`src/rtl/mem_arbiter.sv`:
```
// mem_arbiter: two-master (D-cache m0, I-cache m1) arbiter in front of a
// single shared data-memory port. One transaction is in flight at a time:
// IDLE picks a winner and latches its request, BUSY presents it to memory
// until mem_ack_i, and DONE inserts one dead cycle so the finished
// requester can drop its enable before the next arbitration.
//
// Optional feature: define MEM_ARBITER_RR_EN for round-robin arbitration
// on contention. Without it, master 0 has fixed priority.
//
// Ports:
//   clk_i, rst_i                 clock, asynchronous active-high reset
//   mN_enable_i / mN_write_i     request and write flag (N = 0, 1)
//   mN_addr_i / mN_data_i        line address and write line
//   mN_data_o / mN_ack_o         returned line and one-cycle completion
//   mem_enable_o / mem_write_o   shared memory request and write flag
//   mem_addr_o / mem_data_o      shared memory address and write line
//   mem_data_i / mem_ack_i       memory read line and completion pulse
//   grant_cnt0_o / grant_cnt1_o  saturating per-master grant counts
module mem_arbiter #(
  parameter int unsigned ADDR_W = 32,
  parameter int unsigned DATA_W = 256
) (
  input  logic              clk_i,
  input  logic              rst_i,
  input  logic              m0_enable_i,
  input  logic              m0_write_i,
  input  logic [ADDR_W-1:0] m0_addr_i,
  input  logic [DATA_W-1:0] m0_data_i,
  output logic [DATA_W-1:0] m0_data_o,
  output logic              m0_ack_o,
  input  logic              m1_enable_i,
  input  logic              m1_write_i,
  input  logic [ADDR_W-1:0] m1_addr_i,
  input  logic [DATA_W-1:0] m1_data_i,
  output logic [DATA_W-1:0] m1_data_o,
  output logic              m1_ack_o,
  output logic              mem_enable_o,
  output logic              mem_write_o,
  output logic [ADDR_W-1:0] mem_addr_o,
  output logic [DATA_W-1:0] mem_data_o,
  input  logic [DATA_W-1:0] mem_data_i,
  input  logic              mem_ack_i,
  output logic [15:0]       grant_cnt0_o,
  output logic [15:0]       grant_cnt1_o
);

  localparam int unsigned CNT_W = 16;
  localparam logic [CNT_W-1:0] CNT_MAX = '1;

  typedef enum logic [1:0] {
    IDLE = 2'd0,
    BUSY = 2'd1,
    DONE = 2'd2
  } state_t;

  state_t            state;
  logic [ADDR_W-1:0] addr_q;
  logic [DATA_W-1:0] data_q;
  logic              write_q;
  logic              winner_q;
  logic [CNT_W-1:0]  grant_cnt0_q;
  logic [CNT_W-1:0]  grant_cnt1_q;
`ifdef MEM_ARBITER_RR_EN
  logic              last_q;
`endif

  logic any_req;
  logic pick;
  logic busy;

  // Winner select: 0 = D-cache, 1 = I-cache. A lone requester always wins.
  always_comb begin
    any_req = m0_enable_i | m1_enable_i;
    pick    = ~m0_enable_i;
`ifdef MEM_ARBITER_RR_EN
    if (m0_enable_i && m1_enable_i) begin
      pick = ~last_q;
    end
`endif
  end

  // Transaction FSM, request latch and grant counters.
  always_ff @(posedge clk_i or posedge rst_i) begin
    if (rst_i) begin
      state        <= IDLE;
      addr_q       <= '0;
      data_q       <= '0;
      write_q      <= 1'b0;
      winner_q     <= 1'b0;
      grant_cnt0_q <= '0;
      grant_cnt1_q <= '0;
`ifdef MEM_ARBITER_RR_EN
      last_q       <= 1'b1;
`endif
    end else begin
      unique case (state)
        IDLE: begin
          if (any_req) begin
            state    <= BUSY;
            winner_q <= pick;
            addr_q   <= pick ? m1_addr_i  : m0_addr_i;
            data_q   <= pick ? m1_data_i  : m0_data_i;
            write_q  <= pick ? m1_write_i : m0_write_i;
`ifdef MEM_ARBITER_RR_EN
            last_q   <= pick;
`endif
            if (!pick) begin
              if (grant_cnt0_q != CNT_MAX) grant_cnt0_q <= grant_cnt0_q + CNT_W'(1);
            end else begin
              if (grant_cnt1_q != CNT_MAX) grant_cnt1_q <= grant_cnt1_q + CNT_W'(1);
            end
          end
        end
        BUSY: begin
          if (mem_ack_i) state <= DONE;
        end
        DONE: begin
          // Dead cycle: requests are ignored so the finished master can drop enable.
          state <= IDLE;
        end
        default: state <= IDLE;
      endcase
    end
  end

  assign busy = (state == BUSY);

  // Memory side only carries the latched request while BUSY.
  assign mem_enable_o = busy;
  assign mem_write_o  = busy & write_q;
  assign mem_addr_o   = busy ? addr_q : '0;
  assign mem_data_o   = busy ? data_q : '0;

  // Ack and read data pass straight through to the winner in the ack cycle.
  assign m0_ack_o  = busy & mem_ack_i & ~winner_q;
  assign m1_ack_o  = busy & mem_ack_i & winner_q;
  assign m0_data_o = (busy && !winner_q) ? mem_data_i : '0;
  assign m1_data_o = (busy && winner_q)  ? mem_data_i : '0;

  assign grant_cnt0_o = grant_cnt0_q;
  assign grant_cnt1_o = grant_cnt1_q;

endmodule

```
`config.mk`:
```
export PLATFORM = sky130hd
export DESIGN_NAME = mem_arbiter
export DESIGN_NICKNAME = d
export VERILOG_FILES = /design/src/rtl/mem_arbiter.sv
export SDC_FILE = /design/constraint.sdc
export NUM_CORES = 1
export LEC_CHECK = 0
export CORE_AREA = 2 2 644 646
export CTS_BUF_LIST = sky130_fd_sc_hd__clkbuf_4 sky130_fd_sc_hd__clkbuf_8
export DETAILED_ROUTE_END_ITERATION = 16
export DIE_AREA = 0 0 646 648
export SLEW_MARGIN = 20
export SYNTH_ARGS = -nofsm -noshare
export SYNTH_HDL_FRONTEND = slang
export SYNTH_SLANG_ARGS = --single-unit
export TNS_END_PERCENT = 1
```
`constraint.sdc`:
```
create_clock -name clk_i -period 29.7 [get_ports clk_i]
set_input_delay 2.97 -clock clk_i [delete_from_list [all_inputs] [get_ports clk_i]]
set_output_delay 2.97 -clock clk_i [all_outputs]
set_load 0.05 [all_outputs]
```
==> impl_metrics.json <==
{
  "run_status": "finished clean",
  "crit_path_max_incr_delay_ns": 0.88,
  "synth_compound_area_share_pct": 7.24,
  "synth-edff-count": 0,
  "htree_levels": 3,
  "grt_max_degree": 125,
  "finClkSkew_ns": 0.0746,
  "fin_nets": 4738,
  "timing.final.max_slew_violations": 0,
  "syn_area_per_cell_sq_um": 8.75,
  "die_y_microns": 648,
  "via_per_inst": 2.66,
  "hp-start": "data_q[205]",
  "finalHoldViolCount": 0,
  "r2r_start": "state[0]",
  "cts_tree": "done",
  "netlist_instances": 2329,
  "synthMuxAreaShare_pct": 14.3,
  "rr_worst_depth": 7,
  "vdd_drop_max_v": 0.0000464,
  "ys_warn_count": 0,
  "routed_wirelength_microns": 339000,
  "clock.fmax_mhz": 115,
  "arrival_ns": 5.74,
  "numPortBuffers": 1674,
  "endpoint_kind": "output pin",
  "drt_iter0_markers": 1947,
  "drive_gt1_share_pct": 7.58,
  "gp_congestion": 0.927,
  "grt_pass1_wl_microns": 390000,
  "r2r_end": "data_q[124]",
  "fin_crit_ns": 8.71,
  "intPower_w": 0.00191,
  "cts_buffers": 77,
  "grt_pass1_vias": 24300,
  "hpwl_microns": 306000,
  "crit_top_cell": "buf_4",
  "critPathLaunchType": "register",
  "synthArstFlopShare_pct": 100,
  "cts_setup_buffers": 0,
  "crit_path_top_delay_cell": "clkdlybuf4s50_1",
  "antenna_found_initial": 212,
  "power_density_mw_per_mm2": 111,
  "dieArea_sq_mm": 0.419,
  "hold_end": "data_q[205]",
  "synth_top_area_share_pct": 39.8,
  "vias": 25300,
  "cts_resized": 0,
  "insertion_delay_ns": 0.81,
  "path_buf_inv": 5,
  "routedWlPerCell_microns": 35.7,
  "synth_top_family_by_area": "simple AND/OR/NAND/NOR gates",
  "cts.sinks": 324,
  "cap_violations": 0,
  "grt_overflow_total": 0,
  "synth_simple_gate_area_share_pct": 32.5,
  "ios": 1675,
  "synth-main-ff-cell": "dfrtp_1",
  "holdBufCountCts": 0,
  "initial_core_util_pct": 4.95,
  "critical_path_peak_fanout": 103,
  "fin_util_pct": 10.9,
  "r2r_slack_ns": 25.45,
  "worst_pin_slew_ns": 1.23,
  "maxSlewHeadroom_pct": 18.0,
  "crit_type": "register to output pin",
  "track_usage_pct": 15.5,
  "firstDrtPassIters": 5,
  "synth_nets": 3170,
  "path_delay_family": "buffers and inverters",
  "synthTopCellsByArea": "dfrtp_1 (40%), and2_1 (17%), mux2i_1 (14%), and3_1 (8.0%), o21ai_0 (7.0%)",
  "p_seq_share_pct": 16.5,
  "synth_fa_ha_area_share_pct": 0.123,
  "ys_seq_area_share_pct": 39.8,
  "synthXorXnorAreaFrac_pct": 1.25,
  "rsz0062_at_grt": "no",
  "p_leak_nw": 17.7,
  "drc": 0,
  "min_period_over_period_pct": 29.3,
  "power_switching_share_pct": 61.9,
  "ant_nets": 0,
  "cts_buffer_depth": 3,
  "p_sw_w": 0.00309,
  "clk_pin_slew_ns": 0.06,
  "synth_largest_area_cell": "dfrtp_1",
  "fillerInstances": 47700,
  "cts-root-buf": "clkbuf_8",
  "hp-class": "register to register",
  "fin_setup_tns_ns": 0,
  "ys_ff_latch": 324,
  "worstPathCellList": "nand2b_1 > inv_8 > buf_4 > buf_4 > buf_4 > and2_1 > clkdlybuf4s50_1",
  "core_area_sq_mm": 0.412,
  "clkPwrFrac_pct": 13.3,
  "finalSetupViolCount": 0,
  "holdPathStages": 2,
  "crit_required_ns": 26.73,
  "synth_cell_types": 40,
  "rows": 236,
  "area_delta_synth_final_pct": 121,
  "comb_power_share_pct": 70.3,
  "die_x_microns": 646,
  "synthesis.area_sq_mm": 0.0204
}
-- how the worst max path moves through the flow --
| stage | endpoint | slack (ns) | start | cells after the start |
|---|---|---|---|---|
| 6_report | mem_data_o[101] | 20.99 | state[1] | 7 |
| 5_1_grt | mem_data_o[101] | 20.62 | state[1] | 7 |
| 4_1_cts | mem_data_o[101] | 20.74 | state[1] | 7 |
| 3_5_place_dp | m1_data_o[9] | 21.32 | mem_data_i[9] | 3 |
| 3_3_place_gp | m1_data_o[9] | 21.31 | mem_data_i[9] | 3 |
| 2_1_floorplan | addr_q[0] | 17.76 | rst_i | 1 |
-- power by group through the flow --
| stage | Clock [W] | Combinational [W] | Sequential (W) |
|---|---|---|---|
| after floorplan | 0 | 0.00184 | 0.000744 |
| final | 0.000662 | 0.00351 | 0.000822 |
| after detailed placement | 0 | 0.00361 | 0.000834 |
| after CTS | 0.000705 | 0.00363 | 0.000829 |
| after global placement | 0 | 0.00362 | 0.000833 |
| after global routing | 0.000713 | 0.00370 | 0.000850 |
-- stage by stage --
step	total power, W	area, sq um	setup WS (ns)	hold slack (ns)	std cells
finish	0.00500	45000	20.99	0.470	9499
global route	0.00526	44900	20.62	0.485	9455
CTS	0.00516	44700	20.74	0.473	9429
detailed placement	0.00445	42900	21.32	0.462	9290
global placement	0.00445	42900	21.31	0.456	9290
floorplan	0.00258	20400	17.76	0.441	2329
-- tightest hold or removal path, stage by stage, from the launching register on --
cell and delay [ns]:
dfrtp_1 0.33, nand2_1 0.04, o21ai_0 0.06
-- cell families (layout without fill, tap and decap cells) --
family,Yosys count,in the layout
buffers and inverters,218,1846
adder cells (fa/ha/maj),2,2
AND/OR/NAND/NOR,1172,1172
other,0,68
flip-flops,324,324
XOR/XNOR,29,29
multiplexers,291,291
AO/OA/AOI/OAI,293,293
-- flip-flops by register name, summed over array words and instances (netlist names) --
| name | count |
|---|---|
| winner_q | 1 |
| grant_cnt1_o | 16 |
| write_q | 1 |
| grant_cnt0_o | 16 |
| state | 2 |
| data_q | 256 |
| addr_q | 32 |
-- cells in the final DEF (no fill, tap or decap), types with 3 or more instances in the layout --
cell,count
and2_1,548
and3_1,262
and4_1,4
buf_2,25
buf_4,113
bufinv_16,8
clkbuf_4,15
clkbuf_8,93
clkdlybuf4s50_1,1560
clkinv_2,14
clkinvlp_4,3
dfrtp_1,323
diode_2,68
inv_8,3
mux2i_1,289
nand2_1,300
nand3_1,9
nand4_1,13
nor2_1,7
nor3_1,9
nor4_1,4
nor4b_2,3
o21ai_0,283
o21ai_1,7
xnor2_1,9
xor2_1,20
-- cells in the mapped netlist (all sizes together), types with 3 or more instances --
cell type and number:
nand4 15, nor4 6, nor2 9, mux2i 289
and2 548, nand3 9, xnor2 9, and3 262
dfrtp 324, nor4b 3, o21ai 291, nor3 10
and4 4, xor2 20, clkbuf 148, buf 68
nand2 300
-- final cells by class --
cell class	count	area (sq um)	share of cell area [%]
Antenna cell	68	170	0.378
Multi-Input combinational cell	1787	11300	25.1
Inverter	2	22.5	0.0501
Tap cell	5474	6850	15.2
Sequential cell	324	8110	18.0
Timing Repair Buffer	1705	16700	37.2
Clock inverter	31	410	0.913
Clock buffer	108	1390	3.10
-- routing by layer --
layer	vias to the layer above	part of all wire, %	GRT usage, %
li1	11100	-	-
met5	-	0.21	0
met4	112	4.3	6.05
met2	1490	51	28.0
met3	486	13	8.34
met1	12100	32	14.6
Power figures use the tool's default switching activity.
